[src/rtl/mdio_master_cmd.sv]
// mdio_master_cmd: MDIO/SMI management master with a command/response handshake.
// Serialises one Clause 22 or Clause 45 frame per accepted command on mdc/mdio
// and returns read data (or completion) with an error flag.
//
// Ports:
//   clk, rst_n                      system clock, synchronous active-low reset
//   cmd_valid / cmd_ready           command handshake (ready = idle)
//   cmd_c45, cmd_op, cmd_phyad,
//   cmd_regad, cmd_data             command fields, latched on accept
//   rsp_valid, rsp_data, rsp_err    one-cycle completion pulse; data/err hold
//   busy                            frame in progress (~cmd_ready)
//   mdc, mdio_o, mdio_oe, mdio_i    management pins (tri-state buffer external)
module mdio_master_cmd #(
  parameter int unsigned CLK_DIV     = 250,
  parameter int unsigned PRE_LEN     = 32,
  parameter int unsigned SUPPORT_C45 = 1
) (
  input  logic        clk,
  input  logic        rst_n,
  input  logic        cmd_valid,
  output logic        cmd_ready,
  input  logic        cmd_c45,
  input  logic [1:0]  cmd_op,
  input  logic [4:0]  cmd_phyad,
  input  logic [4:0]  cmd_regad,
  input  logic [15:0] cmd_data,
  output logic        rsp_valid,
  output logic [15:0] rsp_data,
  output logic        rsp_err,
  output logic        busy,
  output logic        mdc,
  output logic        mdio_o,
  output logic        mdio_oe,
  input  logic        mdio_i
);

  localparam int unsigned N_BITS = PRE_LEN + 32;
  localparam int unsigned DIV_W  = (CLK_DIV > 2) ? $clog2(CLK_DIV) : 1;
  localparam int unsigned BIT_W  = 7;

  typedef enum logic [1:0] {
    S_IDLE  = 2'd0,
    S_START = 2'd1,
    S_FRAME = 2'd2,
    S_RESP  = 2'd3
  } state_t;

  state_t             r_state;
  logic               r_c45;
  logic [1:0]         r_op;
  logic [4:0]         r_phyad;
  logic [4:0]         r_regad;
  logic [15:0]        r_data;
  logic [63:0]        r_sh;
  logic [DIV_W-1:0]   r_div;
  logic [BIT_W-1:0]   r_bit;
  logic [15:0]        r_rd_sh;
  logic               r_ta;
  logic               r_cmd_ready;
  logic               r_busy;
  logic               r_rsp_valid;
  logic [15:0]        r_rsp_data;
  logic               r_rsp_err;
  logic               r_mdc;
  logic               r_mdio_o;
  logic               r_mdio_oe;

  logic               w_c45_cmd;
  logic               w_illegal;
  logic               w_read;
  logic [31:0]        w_frame32;
  logic [63:0]        w_frame64;
  logic [63:0]        w_sh_next;
  logic               w_div_end;
  logic               w_last;

  // Clause 45 requests collapse to Clause 22 when C45 support is compiled out.
  assign w_c45_cmd = (SUPPORT_C45 != 0) && cmd_c45;

  assign w_illegal = !r_c45 && ((r_op == 2'b00) || (r_op == 2'b11));
  assign w_read    = r_c45 ? r_op[1] : (r_op == 2'b10);

  // Read frames carry ones after REGAD so mdio_o idles high while released.
  assign w_frame32 = {1'b0, !r_c45, r_op, r_phyad, r_regad,
                      w_read ? 18'h3FFFF : {2'b10, r_data}};

  // Top PRE_LEN bits are preamble ones, followed by the 32-bit frame body.
  assign w_frame64 = {32'hFFFF_FFFF, w_frame32} << (32 - PRE_LEN);
  assign w_sh_next = r_sh << 1;

  assign w_div_end = (r_div == DIV_W'(CLK_DIV - 1));
  assign w_last    = (r_bit == BIT_W'(N_BITS - 1));

  // Control FSM, MDC divider, shifter and response registers.
  always_ff @(posedge clk) begin
    if (!rst_n) begin
      r_state     <= S_IDLE;
      r_c45       <= 1'b0;
      r_op        <= 2'b00;
      r_phyad     <= 5'd0;
      r_regad     <= 5'd0;
      r_data      <= 16'd0;
      r_sh        <= 64'd0;
      r_div       <= '0;
      r_bit       <= '0;
      r_rd_sh     <= 16'd0;
      r_ta        <= 1'b0;
      r_cmd_ready <= 1'b1;
      r_busy      <= 1'b0;
      r_rsp_valid <= 1'b0;
      r_rsp_data  <= 16'd0;
      r_rsp_err   <= 1'b0;
      r_mdc       <= 1'b0;
      r_mdio_o    <= 1'b1;
      r_mdio_oe   <= 1'b0;
    end else begin
      r_rsp_valid <= 1'b0;
      case (r_state)
        // RESP is also idle for acceptance purposes: ready is already high.
        S_IDLE, S_RESP: begin
          if (cmd_valid) begin
            r_c45       <= w_c45_cmd;
            r_op        <= cmd_op;
            r_phyad     <= cmd_phyad;
            r_regad     <= cmd_regad;
            r_data      <= cmd_data;
            r_cmd_ready <= 1'b0;
            r_busy      <= 1'b1;
            r_state     <= S_START;
          end else begin
            r_state <= S_IDLE;
          end
        end

        S_START: begin
          if (w_illegal) begin
            r_rsp_valid <= 1'b1;
            r_rsp_data  <= 16'd0;
            r_rsp_err   <= 1'b1;
            r_cmd_ready <= 1'b1;
            r_busy      <= 1'b0;
            r_state     <= S_RESP;
          end else begin
            r_sh      <= w_frame64;
            r_mdio_o  <= w_frame64[63];
            r_mdio_oe <= 1'b1;
            r_mdc     <= 1'b0;
            r_div     <= '0;
            r_bit     <= '0;
            r_state   <= S_FRAME;
          end
        end

        S_FRAME: begin
          if (!w_div_end) begin
            r_div <= r_div + DIV_W'(1);
          end else begin
            r_div <= '0;
            if (!r_mdc) begin
              // Rising MDC: sample the PHY-driven bit.
              r_mdc <= 1'b1;
              if (r_bit == BIT_W'(PRE_LEN + 15)) begin
                r_ta <= mdio_i;
              end
              if (r_bit >= BIT_W'(PRE_LEN + 16)) begin
                r_rd_sh <= {r_rd_sh[14:0], mdio_i};
              end
            end else if (w_last) begin
              r_mdc       <= 1'b0;
              r_mdio_oe   <= 1'b0;
              r_mdio_o    <= 1'b1;
              r_rsp_valid <= 1'b1;
              r_rsp_data  <= w_read ? r_rd_sh : 16'd0;
              r_rsp_err   <= w_read & r_ta;
              r_cmd_ready <= 1'b1;
              r_busy      <= 1'b0;
              r_state     <= S_RESP;
            end else begin
              // Falling MDC: advance to the next bit; reads release at TA.
              r_mdc     <= 1'b0;
              r_bit     <= r_bit + BIT_W'(1);
              r_sh      <= w_sh_next;
              r_mdio_o  <= w_sh_next[63];
              r_mdio_oe <= !(w_read && (r_bit >= BIT_W'(PRE_LEN + 13)));
            end
          end
        end

        default: r_state <= S_IDLE;
      endcase
    end
  end

  assign cmd_ready = r_cmd_ready;
  assign busy      = r_busy;
  assign rsp_valid = r_rsp_valid;
  assign rsp_data  = r_rsp_data;
  assign rsp_err   = r_rsp_err;
  assign mdc       = r_mdc;
  assign mdio_o    = r_mdio_o;
  assign mdio_oe   = r_mdio_oe;

endmodule

[config.mk]
export PLATFORM = sky130hd
export DESIGN_NAME = mdio_master_cmd
export DESIGN_NICKNAME = d
export VERILOG_FILES = /design/src/rtl/mdio_master_cmd.sv
export SDC_FILE = /design/constraint.sdc
export NUM_CORES = 1
export LEC_CHECK = 0
export ABC_AREA = 1
export CORE_AREA = 2 2 121 123
export CTS_CLUSTER_SIZE = 40
export DETAILED_ROUTE_END_ITERATION = 12
export DIE_AREA = 0 0 123 125
export MAX_ROUTING_LAYER = met4
export PLACE_DENSITY = 0.64
export SYNTH_ARGS = -nofsm -noshare
export SYNTH_HDL_FRONTEND = slang
export SYNTH_SLANG_ARGS = --single-unit
[constraint.sdc]
create_clock -name clk -period 4.3 [get_ports clk]
set_input_delay 0.43 -clock clk [delete_from_list [all_inputs] [get_ports clk]]
set_output_delay 0.43 -clock clk [all_outputs]
set_load 0.01 [all_outputs]
==> metrics.md <==
| Metric | Value |
|---|---|
| Max Fanout on Critical Path | `38` |
| IO Port Bufs | `55` |
| Worst Hold End | `r_rd_sh[15]` |
| Synth top area cells | `dfxtp_1 44%, nand2_1 11%, nor2_1 9.2%` |
| Layout cells sized above 1 | `12.6%` |
| Power per cell area | `between 600 and 700 nW/um^2` |
| Initial antenna violation count | `0` |
| Max VDD drop | `roughly 0.00038 V` |
| CTS Hold Buffers Added | `0` |
| Final min period | `3.04 ns` |
| Die Area | `15,400 um^2` |
| CP Data Required Time | `4.66 ns` |
| Most used routing layer | `met2` |
| Met2 Usage GRT | `between 20 and 30%` |
| Post-synth EDFFs | `0` |
| CP dominant cell by count | `nand2_1` |
| Commonest non-fill, non-tap cell in the layout | `nand2_1` |
| Share of the yosys chip area belonging to registers | `~44%` |
| Synth-to-Final Area Change | `17.3%` |
| Final Hold Fails | `0` |
| Cell Area, Synth | `approximately 6700 um^2` |
| Area leader, netlist | `dfxtp_1` |
| Max-cap violations | `0` |
| Starting Density | `approximately 47%` |
| # rows | `44` |
| Crit-path cells | `inv_1 > ha_2 > inv_6 > nand2_4 > nand2_2 > clkinv_4 > nand4_2 > buf_12 > nand2_1 > nand2_1 > nor2_1` |
| Status | `finished, final reports clean` |
| Reg-to-reg endpoint | `r_sh[56]` |
| GRT Util Overall | `between 20% and 30%` |
| Vias per Instance | `4.92` |
| Post-cts resize count | `0` |
| Finished Layout Cells | `around 1,100` |
| Routed wire per std cell | `around 12 um` |
| Max Root-Sink Buffers | `2` |
| Worst slew pin tran | `about 0.95 ns` |
| CTS buffer count | `17` |
| FF+latch count, synth | `about 150` |
| Fmax | `about 330 MHz` |
| Max incr delay on CP | `~0.73 ns` |
| Clk_lat worst skew | `between 0.4 and 0.5 ns` |
| Vias in the first global route | `slightly above 5,000` |
| CP max stage cell | `nand4_2` |
| Total gr overflow | `0` |
| Post-CTS Setup Inserts | `0` |
| Antenna Nets Post-Route | `0` |
| RePlAce Congestion | `between 0.8 and 0.9` |
| Synth top area share | `between 40% and 50%` |
| Vias | `around 5,600` |
| RSZ-0062 raised after global routing | `no` |
| Detailed-placement wirelength estimate | `around 8.4 mm` |
| Synth warn | `0` |
| Core ar. | `14,200 um^2` |
| Setup CP Type | `flip-flop to flip-flop` |
| CTS tree | `yes` |
| Slew Limit Fails | `0` |
| Worst R2R Setup Slack | `~1.3 ns` |
| Total negative slack | `0 ns` |
| Tcrit/Tclk final | `about 70%` |
| CTS clk-pin slew, worst paths | `0.06 ns` |
| Worst reg-to-reg path cell count | `11` |
| CTS root buffer | `clkbuf_16` |
| Placed cells | `~1,100` |
| Final WL | `14.0 mm` |
| Drt pass-1 iters | `5` |
| Crit path DAT | `3.40 ns` |
| Die height | `around 130 um` |
| Min-delay src | `r_rd_sh[15]` |
| Dominant synthesized flop cell | `dfxtp_1` |
| Setup crit start kind | `flip-flop` |
| Die W | `between 100 and 150 um` |
| Ant. Diodes | `0` |
| Worst hold-check path type | `flip-flop to flip-flop` |
| Post-Place Cell Area | `roughly 7300 um^2` |
| Design Area, Final | `roughly 8000 um^2` |
| Syn nets | `roughly 970` |
| 1st-iter DRT viols | `between 400 and 500` |
| Pleak | `3.16 nW` |
| Met1 global-route usage | `26.4%` |
| Final WS setup | `between 1 and 1.5 ns` |
| Clk sinks | `149` |
| Number of I/O pins | `56` |
| Clock Skew | `0.0111 ns` |
| H-tree levels | `4` |
| Library cells used by synthesis | `36` |
| Mapped Cells | `925` |
| Remaining DRCs | `0` |
| Delay-heaviest family, CP | `simple AND/OR/NAND/NOR gates` |
| Largest net degree at the start of global routing | `88` |
| Rel. slew slack | `36.6%` |
| WHS Path Cells | `2` |
| Final setup viols | `0` |
| Hold slack | `0.458 ns` |
| Setup slack at placement | `roughly 1.2 ns` |
| Nets@finish | `~990` |
| Most frequent cells in the layout | `188 x nand2_1, 164 x nor2_1, 149 x dfxtp_1` |
| Worst R2R Start | `r_state[0]` |
| Post-synth ARST share | `0%` |
| Crit. End Element | `flip-flop` |
| WP buf/inv | `4` |
| First-pass GRT wire length | `24.2 mm` |
| Met3 global-route usage | `~5%` |
| Mapped Avg Cell Area | `just over 7 um^2` |
-- how the worst max path moves through the flow --
stage                           from        to  slack, ns  cells past startpoint
after floorplan              r_op[0]  r_sh[10]       2.67                     10
after detailed placement  r_state[0]  r_sh[56]       1.21                     11
after CTS                 r_state[0]  r_sh[60]       1.21                     11
final                     r_state[0]  r_sh[56]       1.26                     11
after global routing      r_state[0]  r_sh[56]       0.92                     11
after global placement    r_state[0]  r_sh[31]       1.27                     10
-- layout make-up --
cell class,count,area (um^2)
clock inverters,8,121
multi-input cells,640,3130
well taps,184,230
clock buffers,23,498
fillers,1389,6320
inverters,84,325
flip-flops and latches,149,2980
repair buffers,59,588
-- layer usage --
layer | vias to the layer above | part of all wire (%)
met5 | - | 0
met4 | 0 | 1.6
met3 | 17 | 3.2
met2 | 77 | 45
met1 | 2561 | 50
li1 | 2986 | -
-- cells by family (layout without fill, tap and decap cells) --
logic type / after synthesis / in the layout / synth area share (%)
simple gates: 468 / 468 / 30.8
buf+inv: 136 / 174 / 9.00
flops: 149 / 149 / 44.4
xor+xnor: 7 / 7 / 0.913
fa+ha+maj: 8 / 8 / 1.49
compound gates: 157 / 157 / 13.4
-- Yosys cell counts (3+ instances only) --
| master | count |
|---|---|
| nand4_1 | 20 |
| nand2_2 | 35 |
| buf_12 | 3 |
| xor2_1 | 5 |
| nor2_1 | 164 |
| clkbuf_1 | 29 |
| nand2_1 | 188 |
| inv_2 | 4 |
| dfxtp_1 | 149 |
| nor3_1 | 37 |
| a21oi_1 | 49 |
| a21oi_2 | 30 |
| ha_1 | 8 |
| inv_1 | 76 |
| nand3_1 | 10 |
| buf_2 | 13 |
| buf_1 | 4 |
| o21ai_0 | 74 |
-- worst min-delay path, stage by stage (launching register included) --
cell	delay, ns
dfxtp_1	0.30
inv_1	0.06
a21oi_1	0.06
-- report_power, final --
part           internal, mW  switching [mW]
Combinational         0.531            1.07
Sequential             1.69           0.162
Clock                 0.984           0.563
-- sequential cells by signal, summed over array words and instances, names as in the netlist --
name and flops:
r_sh 63, r_bit 7, mdc 1, r_data 16
rsp_data 16, mdio_o 1, r_op 2, r_state 2
rsp_valid 1, r_c45 1, r_phyad 5, cmd_ready 1
r_div 8, rsp_err 1, busy 1, r_regad 5
mdio_oe 1, r_ta 1, r_rd_sh 16
-- per-stage QoR --
stage	total power, mW	utilization [%]
2_1_floorplan	3.21	-
3_3_place_gp	3.48	51.1
3_5_place_dp	3.49	51.1
4_1_cts	5.06	55.5
5_1_grt	5.36	55.5
6_report	5.00	55.5
Note: power is estimated with default switching activity, not from simulation.
